$ cat src/rtl/block_pkg.sv
// Shared chart word layout, slot record and state encodings for the block
// window scanner and the downstream 3D block selector.
package block_pkg;

  localparam int NUM_SLOTS = 12;
  localparam int TIME_W    = 18;
  localparam int X_W       = 12;
  localparam int Y_W       = 12;
  localparam int Z_W       = 14;
  localparam int DIR_W     = 3;
  localparam int ID_W      = 8;
  localparam int WORD_W    = 46;

  // Chart word: {time[45:28], x[27:16], y[15:4], color[3], dir[2:0]}
  localparam int TIME_LSB  = 28;
  localparam int X_LSB     = 16;
  localparam int Y_LSB     = 4;
  localparam int COLOR_BIT = 3;
  localparam int DIR_LSB   = 0;

  localparam logic [TIME_W-1:0] END_SENTINEL = 18'h3FFFF;

  typedef struct packed {
    logic [X_W-1:0]   x;
    logic [Y_W-1:0]   y;
    logic [Z_W-1:0]   z;
    logic             color;
    logic [DIR_W-1:0] dir;
    logic [ID_W-1:0]  id;
  } block_t;

  typedef enum logic [1:0] {
    CLS_EXPIRED,
    CLS_IN_WINDOW,
    CLS_BEYOND,
    CLS_SENTINEL
  } block_class_t;

  typedef enum logic [1:0] {
    ST_IDLE,
    ST_SCAN,
    ST_DRAIN,
    ST_PUBLISH
  } scan_state_t;

endpackage

$ cat src/rtl/block_chart_decoder.sv
// Combinational unpack of one chart word: field split, window classification
// and time-offset to z-depth conversion.
module block_chart_decoder
  import block_pkg::*;
#(
  parameter int WINDOW  = 4000,
  parameter int Z_SHIFT = 2
) (
  input  logic [WORD_W-1:0] word,
  input  logic [TIME_W-1:0] t_now,
  input  logic [ID_W-1:0]   id,
  output block_t            blk,
  output block_class_t      cls
);

  localparam logic [TIME_W-1:0] WIN = TIME_W'(WINDOW);

  logic [TIME_W-1:0] t_blk;
  logic [TIME_W-1:0] delta;

  always_comb begin
    t_blk     = word[TIME_LSB +: TIME_W];
    delta     = t_blk - t_now;
    blk.x     = word[X_LSB +: X_W];
    blk.y     = word[Y_LSB +: Y_W];
    blk.z     = Z_W'(delta << Z_SHIFT);
    blk.color = word[COLOR_BIT];
    blk.dir   = word[DIR_LSB +: DIR_W];
    blk.id    = id;
    // Sentinel wins over everything; delta is only meaningful once not expired.
    if (t_blk == END_SENTINEL)  cls = CLS_SENTINEL;
    else if (t_blk < t_now)     cls = CLS_EXPIRED;
    else if (delta >= WIN)      cls = CLS_BEYOND;
    else                        cls = CLS_IN_WINDOW;
  end

endmodule

$ cat src/rtl/block_window_scanner.sv
// Per-frame scan of the time-sorted block chart; collects up to NUM_SLOTS
// in-window blocks into a shadow set and publishes it atomically.
module block_window_scanner
  import block_pkg::*;
#(
  parameter int NUM_BLOCKS   = 256,
  parameter int BRAM_LATENCY = 2,
  parameter int WINDOW       = 4000,
  parameter int Z_SHIFT      = 2
) (
  input  logic                              clk_in,
  input  logic                              rst_n_in,
  input  logic                              start_in,
  input  logic [TIME_W-1:0]                 curr_time_in,
  output logic [ID_W-1:0]                   addr_out,
  input  logic [WORD_W-1:0]                 data_in,
  output logic                              busy_out,
  output logic                              done_out,
  output logic [TIME_W-1:0]                 curr_time_out,
  output logic [NUM_SLOTS-1:0][X_W-1:0]     block_x_out,
  output logic [NUM_SLOTS-1:0][Y_W-1:0]     block_y_out,
  output logic [NUM_SLOTS-1:0][Z_W-1:0]     block_z_out,
  output logic [NUM_SLOTS-1:0]              block_color_out,
  output logic [NUM_SLOTS-1:0][DIR_W-1:0]   block_direction_out,
  output logic [NUM_SLOTS-1:0][ID_W-1:0]    block_ID_out,
  output logic [NUM_SLOTS-1:0]              block_visible_out
);

  // state      | meaning
  // ST_IDLE    | waiting for start_in; published set held
  // ST_SCAN    | issuing addresses, classifying returned words
  // ST_DRAIN   | terminated; waiting for in-flight reads to retire unused
  // ST_PUBLISH | one cycle; shadow visible on outputs, done_out high

  localparam logic [ID_W-1:0] LAST_ADDR = ID_W'(NUM_BLOCKS - 1);
  localparam logic [3:0]      LAST_SLOT = 4'(NUM_SLOTS - 1);

  scan_state_t             state;
  logic [TIME_W-1:0]       t_now;
  logic                    issued;
  logic [BRAM_LATENCY-1:0] pv;
  logic [ID_W-1:0]         pid [BRAM_LATENCY];
  block_t                  shadow [NUM_SLOTS];
  logic [NUM_SLOTS-1:0]    shadow_vis;
  logic [3:0]              cnt;

  block_t       dec_blk;
  block_class_t dec_cls;
  logic         take;
  logic         accept;
  logic         term;

  block_chart_decoder #(
    .WINDOW  (WINDOW),
    .Z_SHIFT (Z_SHIFT)
  ) u_decoder (
    .word  (data_in),
    .t_now (t_now),
    .id    (pid[BRAM_LATENCY-1]),
    .blk   (dec_blk),
    .cls   (dec_cls)
  );

  always_comb begin
    take   = (state == ST_SCAN) && pv[BRAM_LATENCY-1];
    accept = take && (dec_cls == CLS_IN_WINDOW);
    term   = take && ((dec_cls == CLS_SENTINEL) || (dec_cls == CLS_BEYOND) ||
                      (pid[BRAM_LATENCY-1] == LAST_ADDR) ||
                      (accept && (cnt == LAST_SLOT)));
  end

  always_ff @(posedge clk_in or negedge rst_n_in) begin
    if (!rst_n_in) begin
      state               <= ST_IDLE;
      t_now               <= '0;
      issued              <= 1'b0;
      pv                  <= '0;
      cnt                 <= '0;
      shadow_vis          <= '0;
      addr_out            <= '0;
      busy_out            <= 1'b0;
      done_out            <= 1'b0;
      curr_time_out       <= '0;
      block_x_out         <= '0;
      block_y_out         <= '0;
      block_z_out         <= '0;
      block_color_out     <= '0;
      block_direction_out <= '0;
      block_ID_out        <= '0;
      block_visible_out   <= '0;
      for (int i = 0; i < BRAM_LATENCY; i++) pid[i] <= '0;
      for (int i = 0; i < NUM_SLOTS; i++)    shadow[i] <= '0;
    end else begin
      // Valid/ID tags track the address that was on addr_out last cycle.
      pv[0]  <= issued;
      pid[0] <= addr_out;
      for (int i = 1; i < BRAM_LATENCY; i++) begin
        pv[i]  <= pv[i-1];
        pid[i] <= pid[i-1];
      end
      done_out <= 1'b0;

      case (state)
        ST_IDLE: begin
          if (start_in) begin
            t_now      <= curr_time_in;
            cnt        <= '0;
            shadow_vis <= '0;
            for (int i = 0; i < NUM_SLOTS; i++) shadow[i] <= '0;
            addr_out   <= '0;
            issued     <= 1'b1;
            busy_out   <= 1'b1;
            state      <= ST_SCAN;
          end
        end

        ST_SCAN: begin
          if (accept) begin
            shadow[cnt]     <= dec_blk;
            shadow_vis[cnt] <= 1'b1;
            cnt             <= cnt + 4'd1;
          end
          if (term) begin
            issued <= 1'b0;
            state  <= ST_DRAIN;
          end else if (addr_out != LAST_ADDR) begin
            addr_out <= addr_out + 1'b1;
          end else begin
            issued <= 1'b0;
          end
        end

        ST_DRAIN: begin
          if (pv == '0) begin
            for (int i = 0; i < NUM_SLOTS; i++) begin
              block_x_out[i]         <= shadow[i].x;
              block_y_out[i]         <= shadow[i].y;
              block_z_out[i]         <= shadow[i].z;
              block_color_out[i]     <= shadow[i].color;
              block_direction_out[i] <= shadow[i].dir;
              block_ID_out[i]        <= shadow[i].id;
            end
            block_visible_out <= shadow_vis;
            curr_time_out     <= t_now;
            done_out          <= 1'b1;
            state             <= ST_PUBLISH;
          end
        end

        ST_PUBLISH: begin
          busy_out <= 1'b0;
          state    <= ST_IDLE;
        end

        default: state <= ST_IDLE;
      endcase
    end
  end

endmodule

$ cat config.mk
export PLATFORM = sky130hd
export DESIGN_NAME = block_window_scanner
export DESIGN_NICKNAME = d
export VERILOG_FILES = /design/src/rtl/block_pkg.sv /design/src/rtl/block_chart_decoder.sv /design/src/rtl/block_window_scanner.sv
export SDC_FILE = /design/constraint.sdc
export NUM_CORES = 2
export LEC_CHECK = 0
export CAP_MARGIN = 5
export CORE_MARGIN = 8
export CORE_UTILIZATION = 50
export DETAILED_ROUTE_END_ITERATION = 10
export GPL_TIMING_DRIVEN = 0
export HOLD_SLACK_MARGIN = 0.02
export MAX_ROUTING_LAYER = met4
export PLACE_DENSITY = 0.82
export SLEW_MARGIN = 30
export SYNTH_ARGS = -nofsm -noshare
export SYNTH_HDL_FRONTEND = slang
export SYNTH_SLANG_ARGS = --single-unit
$ cat constraint.sdc
create_clock -name clk_in -period 5.18 [get_ports clk_in]
set_input_delay 1.295 -clock clk_in [delete_from_list [all_inputs] [get_ports clk_in]]
set_output_delay 1.295 -clock clk_in [all_outputs]
set_load 0.03 [all_outputs]
==> results.md <==
- Area delta synth->final: 27.8%
- Sequential area share after synthesis: between 60% and 70%
- Critical R2R Capture: shadow[432]$_DFFE_PN0P_
- Synthesized area: just under 50000 um^2
- Final cell count without fillers: 5722
- Placement Cell Area: approximately 57000 um^2
- RSZ-0062 raised after global routing: true
- Hold depth: 0
- Hold Crit Endpoint: pid[1]$_DFF_PN0_
- Layout cells sized above 1: ~23%
- Worst-path fanout max: 10
- Max_slew headroom: 26.9%
- Worst reg2reg startpoint: t_now[0]$_DFFE_PN0P_
- DIE HEIGHT: between 300 and 400 um
- Clock transition at path regs: 0.06 ns
- Worst-path cell chain: clkdlybuf4s50_1 -> inv_1 -> ha_1 -> fa_1 -> and2b_1 -> o2111ai_1 -> nand2_1 -> xor2_2 -> o2111a_1 -> a31o_2 -> o21ai_4 -> a31oi_2 -> buf_2 -> buf_2 -> a22o_1
- Final Hold Vio Count: 0
- Routability Congestion: 0.870
- Period utilization: 99.1%
- Leak: approximately 29 nW
- Avg Cell Area, Syn: 13.9 um^2
- GRT Overall Usage: roughly 31%
- Tmin final: slightly above 5 ns
- Max cap viols: 0
- Crit path DAT: 5.80 ns
- WL/cell: between 20 and 30 um
- Hold Path Class: reg -> reg
- Die X: 327 um
- Clk sinks: around 1200
- EDFF count, synth: 0
- Clk buf depth: 3
- Placed cells: 5473
- Root buffer cell: clkbuf_16
- WL final: around 170 mm
- Cells after Synth: 3481
- Largest net degree at the start of global routing: roughly 130
- Overflow after GRT: 0
- Clock skew: 0.0318 ns
- Yosys cell types: 68
- Routed Antenna Nets: 0
- I/O Buffers: between 600 and 700
- CTS tree: done
- Initial Util: about half
- Initial antenna violation count: 11
- Synth Register Bits: 1247
- Setup TNS: 0 ns
- Dominant synthesized flop cell: dfrtp_1
- Setup violations, final: 0
- Highest Clock Rate: about 0.19 GHz
- R2R Setup Slk: ~0.79 ns
- YS warnings: 0
- Vias: around 34000
- TritonCTS buffer count: 130
- WP data required: between 5 and 6 ns
- CP peak stage delay: 0.53 ns
- Iter 0 DRT Violations: about 3000
- Vias in the first global route: between 30000 and 40000
- First-pass GRT wire length: ~240 mm
- Least-Margin Pin Slew: between 1 and 1.5 ns
- Nets@finish: between 4000 and 5000
- PnR Total Power: between 20 and 30 mW
- Crit-path slowest cell: a31oi_2
- Crit path kind: in -> reg
- CTS H-tree depth: 4
- Fin area: a little over 60000 um^2
- Setup crit end kind: flop
- DP HPWL: roughly 120 mm
- R2R depth: 13
- FFs w/ async S/R, synth: 100%
- CTS Hold Bufs: 0
- CORE AREA: between 90000 and 100000 um^2
- Pwr per Cell Area: roughly 420 nW/um^2
- Die ar.: 107000 um^2
- Drt pass-1 iters: 5
- Most common cell after layout, fill and taps aside: dfrtp_1
- Peak VDD IR: 0.284 mV
- Clk Latency, worst-skew pair: 0.76 ns
- IO Pins: slightly above 700
- Hold_sp: pid[9]$_DFF_PN0_
- Cell mode on critical path: buf_2
- Via density: about 5.9
- Post-layout util: between 60 and 70%
- Final max-slew violation count: 0
- Startpoint types: input port
- Most frequent cells in the layout: dfrtp_1 (1247), clkdlybuf4s50_1 (681), mux2_2 (625)
- FP Rows: roughly 110
- Status: completed
- Residual DRC: 0
[registers in the layout, indices dropped and copies added, names as in the netlist]
name	cells
addr_out	8
block_ID_out	96
block_color_out	12
block_direction_out	36
block_visible_out	12
block_x_out	144
block_y_out	144
block_z_out	144
busy_out	1
cnt	4
curr_time_out	18
done_out	1
issued	1
pid	16
pv	2
shadow	576
shadow_vis	12
state	2
t_now	18
[how the worst max path moves through the flow]
stage | slack [ns] | cells past startpoint | startpoint | endpoint
5_1_grt | -0.1 | 15 | data_in[28] | shadow[293]$_DFFE_PN0P_
6_report | 0.05 | 15 | data_in[28] | shadow[432]$_DFFE_PN0P_
4_1_cts | -0.14 | 15 | data_in[28] | shadow[147]$_DFFE_PN0P_
2_1_floorplan | 0.73 | 14 | data_in[28] | shadow[323]$_DFFE_PN0P_
3_3_place_gp | -52.19 | 1 | rst_n_in | block_ID_out[87]$_DFFE_PN0P_
3_5_place_dp | -1.27 | 15 | data_in[28] | shadow[384]$_DFFE_PN0P_
[logic make-up (layout without fill, tap and decap cells)]
| family | after synthesis | after routing | synth area share, % |
|---|---|---|---|
| compound gates | 500 | 501 | 8.08 |
| xor+xnor | 13 | 13 | 0.235 |
| fa+ha+maj | 28 | 28 | 0.739 |
| buf+inv | 329 | 1260 | 3.04 |
| flops | 1247 | 1247 | 64.5 |
| mux | 821 | 821 | 18.6 |
| other cells | 1 | 34 | 0.00775 |
| simple gates | 542 | 542 | 4.85 |
[worst max-delay path, delay by kind of cell]
| kind | cells | cell delay, ns |
|---|---|---|
| AO/OA/AOI/OAI | 6 | 1.66 |
| buffers and inverters | 4 | 1.33 |
| adder cells (fa/ha/maj) | 2 | 0.64 |
| AND/OR/NAND/NOR | 2 | 0.51 |
| XOR/XNOR | 1 | 0.35 |
[layout make-up]
class                   instances  area (um^2)
clock inverters                45          582
well taps                    1276         1600
diodes                         10         25.0
repair buffers                698         7210
clock buffers                 189         3780
fillers                      6934        34400
plain buffers                 296         1370
multi-input cells            1929        16000
inverters                      32          120
flip-flops and latches       1247        31200
[layer usage]
| metal | part of all wire [%] | GRT usage, % |
|---|---|---|
| met1 | 39 | 38.1 |
| met2 | 46 | 47.6 |
| met3 | 9.1 | 9.27 |
| met4 | 5.8 | 15.8 |
| met5 | 0 | - |
[synth_stat cells (10+ instances only)]
cell type,count,area share (%)
nand3_1,19,0.20
inv_1,32,0.25
clkbuf_1,182,1.4
o21ai_1,11,0.11
mux2_2,625,15
and2_1,43,0.56
a21oi_1,29,0.30
dfrtp_1,1247,64
ha_1,27,0.70
a22o_1,253,4.6
nand2_1,402,3.1
o22ai_1,94,1.2
o21ai_0,22,0.23
nor2_1,16,0.12
buf_1,10,0.078
mux2i_1,196,4.1
o2bb2ai_1,36,0.65
nand4_1,13,0.17
buf_4,35,0.54
buf_2,67,0.69
[per-stage QoR]
stage          hold WS (ns)  setup WS [ns]
2_1_floorplan         0.331          0.725
3_3_place_gp          0.332         -52.19
3_5_place_dp          0.335          -1.27
4_1_cts               0.346         -0.137
5_1_grt               0.355        -0.0997
6_report              0.341         0.0467
[power breakdown]
part | total, mW | internal (mW) | switching (mW)
sequential | 10.6 | 10.3 | 0.379
clock | 9.52 | 5.48 | 4.04
combinational | 5.69 | 1.69 | 4.00
total | 25.9 | 17.4 | 8.42
[timing repair]
action | CTS | global route
gates resized for setup | 14 | 21
buffers inserted | 1 | 4
pin swaps | 1 | 8
cloned | 0 | 1
endpoints found under the setup margin | 339 | 469
No activity file was read; power rests on OpenSTA's default activity.
